File: src/rtl/ribbon_link_tx.sv
// ribbon_link_tx - transmit end of the 34-pin ribbon link between boards.
// Accepts 32-bit words on a valid/ready handshake and sends each word as
// two 16-bit halves (low half first). Each half has odd parity and uses a
// 4-phase STB/ACK handshake with the far-end receiver.
//
// state   | meaning
// --------+----------------------------------------------------------
// IDLE    | waiting for a word; RIB_D/RIB_PAR hold last driven value
// SETUP   | data/parity driven, counting setup cycles before STB rises
// STROBE  | STB high, waiting for synchronised ACK to rise
// RELEASE | STB low, waiting for synchronised ACK to fall
//
// Ports:
//   CLK, RESET_N         clock, async active-low reset
//   TX_DATA/VALID/READY  on-board word handshake (TX_READY combinational)
//   RIB_D, RIB_PAR       ribbon data and odd parity
//   RIB_STB, RIB_ACK     ribbon strobe out, asynchronous acknowledge in
//   TX_ERR, ERR_CLR      sticky handshake-timeout flag and its clear
//   BUSY                 high whenever not in IDLE
module ribbon_link_tx #(
  parameter int SETUP_CYC   = 2,
  parameter int TIMEOUT     = 1023,
  parameter int SYNC_STAGES = 2
) (
  input  logic        CLK,
  input  logic        RESET_N,
  input  logic [31:0] TX_DATA,
  input  logic        TX_VALID,
  output logic        TX_READY,
  output logic [15:0] RIB_D,
  output logic        RIB_PAR,
  output logic        RIB_STB,
  input  logic        RIB_ACK,
  output logic        TX_ERR,
  input  logic        ERR_CLR,
  output logic        BUSY
);

  typedef enum logic [1:0] {IDLE, SETUP, STROBE, RELEASE} state_t;

  localparam logic [3:0]  SETUP_LD = 4'(SETUP_CYC);
  // Timeout fires on the edge where the counter has already seen TIMEOUT-1
  // cycles, so TX_ERR appears exactly TIMEOUT cycles after state entry.
  localparam logic [15:0] TO_LAST  = 16'(TIMEOUT - 1);

  state_t state, state_nxt;

  logic [SYNC_STAGES-1:0] ack_sync;
  logic                   ack_s;

  logic [15:0] upper_q, upper_nxt;
  logic [15:0] d_q, d_nxt;
  logic        par_q, par_nxt;
  logic        stb_q, stb_nxt;
  logic        err_q, err_nxt;
  logic        half_q, half_nxt;
  logic [3:0]  setup_cnt, setup_nxt;
  logic [15:0] to_cnt, to_nxt;
  logic        accept;

  always_ff @(posedge CLK or negedge RESET_N) begin
    if (!RESET_N) ack_sync <= '0;
    else          ack_sync <= {ack_sync[SYNC_STAGES-2:0], RIB_ACK};
  end

  assign ack_s    = ack_sync[SYNC_STAGES-1];
  assign TX_READY = (state == IDLE) && !err_q && !ack_s;
  assign accept   = TX_VALID && TX_READY;
  assign BUSY     = (state != IDLE);

  always_ff @(posedge CLK or negedge RESET_N) begin
    if (!RESET_N) begin
      state     <= IDLE;
      upper_q   <= '0;
      d_q       <= '0;
      par_q     <= 1'b1;
      stb_q     <= 1'b0;
      err_q     <= 1'b0;
      half_q    <= 1'b0;
      setup_cnt <= '0;
      to_cnt    <= '0;
    end else begin
      state     <= state_nxt;
      upper_q   <= upper_nxt;
      d_q       <= d_nxt;
      par_q     <= par_nxt;
      stb_q     <= stb_nxt;
      err_q     <= err_nxt;
      half_q    <= half_nxt;
      setup_cnt <= setup_nxt;
      to_cnt    <= to_nxt;
    end
  end

  always_comb begin
    state_nxt = state;
    upper_nxt = upper_q;
    d_nxt     = d_q;
    par_nxt   = par_q;
    stb_nxt   = stb_q;
    half_nxt  = half_q;
    setup_nxt = setup_cnt;
    to_nxt    = to_cnt;
    // Clear first; a timeout below overrides it so the set wins.
    err_nxt   = ERR_CLR ? 1'b0 : err_q;

    case (state)
      IDLE: begin
        if (accept) begin
          upper_nxt = TX_DATA[31:16];
          d_nxt     = TX_DATA[15:0];
          par_nxt   = ~^TX_DATA[15:0];
          half_nxt  = 1'b0;
          setup_nxt = SETUP_LD;
          state_nxt = SETUP;
        end
      end
      SETUP: begin
        if (setup_cnt == 4'd0) begin
          stb_nxt   = 1'b1;
          to_nxt    = '0;
          state_nxt = STROBE;
        end else begin
          setup_nxt = setup_cnt - 4'd1;
        end
      end
      STROBE: begin
        if (ack_s) begin
          stb_nxt   = 1'b0;
          to_nxt    = '0;
          state_nxt = RELEASE;
        end else if (to_cnt == TO_LAST) begin
          err_nxt   = 1'b1;
          stb_nxt   = 1'b0;
          half_nxt  = 1'b0;
          state_nxt = IDLE;
        end else begin
          to_nxt = to_cnt + 16'd1;
        end
      end
      RELEASE: begin
        if (!ack_s) begin
          if (!half_q) begin
            half_nxt  = 1'b1;
            d_nxt     = upper_q;
            par_nxt   = ~^upper_q;
            setup_nxt = SETUP_LD;
            state_nxt = SETUP;
          end else begin
            half_nxt  = 1'b0;
            state_nxt = IDLE;
          end
        end else if (to_cnt == TO_LAST) begin
          err_nxt   = 1'b1;
          stb_nxt   = 1'b0;
          half_nxt  = 1'b0;
          state_nxt = IDLE;
        end else begin
          to_nxt = to_cnt + 16'd1;
        end
      end
      default: state_nxt = IDLE;
    endcase
  end

  assign RIB_D   = d_q;
  assign RIB_PAR = par_q;
  assign RIB_STB = stb_q;
  assign TX_ERR  = err_q;

endmodule

File: config.mk
export PLATFORM = sky130hd
export DESIGN_NAME = ribbon_link_tx
export DESIGN_NICKNAME = d
export VERILOG_FILES = /design/src/rtl/ribbon_link_tx.sv
export SDC_FILE = /design/constraint.sdc
export NUM_CORES = 1
export LEC_CHECK = 0
export CORE_MARGIN = 4
export CORE_UTILIZATION = 35
export CTS_CLUSTER_SIZE = 14
export DETAILED_ROUTE_END_ITERATION = 6
export PLACE_DENSITY = 0.56
export SYNTH_ARGS = -nofsm -noshare
export SYNTH_HDL_FRONTEND = slang
export SYNTH_SLANG_ARGS = --single-unit
File: constraint.sdc
create_clock -name CLK -period 5.99 [get_ports CLK]
set_input_delay 0.599 -clock CLK [delete_from_list [all_inputs] [get_ports CLK]]
set_output_delay 0.599 -clock CLK [all_outputs]
set_load 0.01 [all_outputs]
==> results.yml <==
route:
  dr.pass1.iters: 6
  postRouteAntennaNets: 0
  num_vias: 2318
  drtIter0Drc: 115
  routedWlPerCell_um: 14.6
  routed_via_density: 4.90
  drc_errors: 0
  routed_wl_um: 6930
setup_path:
  ff2ff_path_depth: 6
  critPathBufInv: 1
  path_delay_family: "simple AND/OR/NAND/NOR gates"
  path_depth: 6
  cp-end-kind: "flip-flop"
  cp.arrival_ps: 2950
  timing.rr.start: "state[0]"
  start_kind: "flip-flop"
  crit_path_max_incr_delay_ps: 980
  r2r-end: "RIB_D[2]"
  crit_end: "RIB_D[2]"
  cp_data_required_time_ps: 6250
  reg2reg_slack_ps: 3300
  crit_slowest_cell: "and2_1"
  critPathMaxFanout: 34
  worstPathCellList: "ha_1 > buf_4 > a21oi_1 > and2_1 > nor2_1 > a21oi_1"
  path_class: "flip-flop to flip-flop"
  cp_common_cell: "a21oi_1"
  crit_start: "state[0]"
yosys:
  syn_area_um2: 3220
  yosys_warnings: 0
  yosysSeqAreaShare: 0.467
  netlist_top_cells_area: "dfrtp_1, xnor2_1, mux2_2, mux2i_1, xor2_1"
  synth_ff_type: "dfrtp_1"
  synth_seq_cells: 60
  synth.distinct_cells: 44
  synthArstFlopShare: 1.00
  synth_top_family_by_area: "simple AND/OR/NAND/NOR gates"
  synth_largest_area_cell: "dfrtp_1"
  muxShareOfSynthArea: 0.109
  syn-num-nets: 349
  synth_top_area_frac: 0.459
  synth_fa_ha_area_frac: 0.0311
  synth.avg_cell_area_um2: 10.6
  synth-edff-count: 0
  synth-xor-area-share: 0.122
  yosys.area_share.simple: 0.143
  synthCells: 304
  synth-compound-area-share: 0.0902
timing:
  worst_slew_pin_slew_ps: 1160
  finClkSkew_ps: 13.3
  tns_ps: 0
  whs_ps: 354
  fin_ws_ps: 3300
  fin_crit_ps: 2690
  finalHoldViolations: 0
  grt_setup_unrepaired: "no"
  fin_crit_sh: 0.449
  setup_viol_count_final: 0
  slew_headroom: 0.226
  slew_viol_final: 0
  max_freq_mhz: 372
floorplan:
  ios: 58
  row_count: 34
  dieArea_um2: 10800
  die_w_um: 104
  die_h_um: 104
  core_um2: 8850
  initial_core_util: 0.364
global_route:
  grt_overflow: 0
  grt_pass1_vias: 2465
  grt_usage: 0.136
  grt_max_degree: 61
  antenna_found_initial: 0
  grt_first_pass_wirelength_um: 12100
layout:
  final_cells: 473
  diodes: 0
  final_core_util: 0.459
  design_area_um2: 4060
  drive_gt1_frac: 0.123
  area_growth_pct: 26.3
  fin_nets: 406
  layout_common_cells: "dfrtp_1, clkdlybuf4s50_1, nor2_1"
  final.fill_count: 826
  final_common_cell: "dfrtp_1"
power_and_ir_drop:
  seq_power_share: 0.310
  ir_worst_vdd_mv: 0.211
  report.power.total_mw: 2.22
  p_int_mw: 1.35
  leakagePower_nw: 1.68
  clkPwrFrac: 0.177
  switching_share: 0.389
  power.switching_mw: 0.862
  power_density_nw_per_um2: 545
  p_comb_frac: 0.513
placed_design:
  place_area_um2: 3860
  io_buffers: 57
  place.gp.congestion: 0.746
  dp_hpwl_um: 4810
  dp.cells: 458
  dp_slack_ps: 3050
clock_network:
  worstSkewPairLatency_ps: 340
  clock-root-buffer: "clkbuf_8"
  path_clk_slew_ps: 70
  clock_sinks: 60
  clk_path_buf_depth: 2
  cts_resized: 0
  postCtsSetupRepairBufs: 0
  h-tree-depth: 3
  postCtsHoldBufs: 0
  cts_tree: "done"
  cts_made_buffers: 9
hold_path:
  min-delay-start: "ack_sync[0]"
  hold_path.class: "flip-flop to flip-flop"
run:
  maxCapViolCount: 0
run_status:
  status: "completed"
registers in the layout (all words and copies together) (netlist names):
register,flops
half_q,1
to_cnt,16
TX_ERR,1
state,2
RIB_STB,1
RIB_PAR,1
upper_q,16
setup_cnt,4
ack_sync,2
RIB_D,16
synthesized netlist by cell type, types with 5 or more instances:
cell type   n
mux2_2     16
and2_1      6
inv_1      10
ha_1        8
nor2_1     36
nand3_1     5
xor2_1     18
dfrtp_1    59
a21oi_1    25
nand4_1     8
nand2_1    10
xnor2_1    27
buf_2       9
mux2i_1    17
how the worst min path moves through the flow:
stage               slack, ps     endpoint  cells past startpoint
floorplan                 300     RIB_D[0]                      0
global placement          330  ack_sync[1]                      0
detailed placement        340  ack_sync[1]                      0
CTS                       360  ack_sync[1]                      0
global route              380  ack_sync[1]                      0
finish                    350  ack_sync[1]                      0
power by group through the flow:
stage	Sequential (mW)	Clock, mW	Combinational (mW)
floorplan	0.692	0	0.837
global placement	0.693	0	1.13
detailed placement	0.691	0	1.15
CTS	0.688	0.408	1.15
global route	0.712	0.429	1.27
finish	0.686	0.393	1.14
routing by layer:
| layer | global-route usage | part of all wire | wire [um] |
|---|---|---|---|
| met1 | 0.180 | 0.48 | 3330 |
| met5 | 0 | 0 | 0 |
| met4 | 0.0427 | 0.014 | 95 |
| met3 | 0.0559 | 0.059 | 412 |
| met2 | 0.204 | 0.45 | 3090 |
cell type report:
cell class | count | area [um^2] | share of cell area
well taps | 108 | 135 | 0.0333
repair buffers | 59 | 581 | 0.143
clock inverters | 5 | 77.6 | 0.0191
multi-input cells | 219 | 1600 | 0.393
flip-flops and latches | 60 | 1500 | 0.370
inverters | 12 | 45.0 | 0.0111
clock buffers | 10 | 128 | 0.0314
logic make-up after synthesis:
kind of cell | Yosys count
multiplexers | 33
AO/OA/AOI/OAI | 47
AND/OR/NAND/NOR | 86
XOR/XNOR | 45
flip-flops | 60
adder cells (fa/ha/maj) | 8
buffers and inverters | 25
Power figures use the tool's default switching activity.
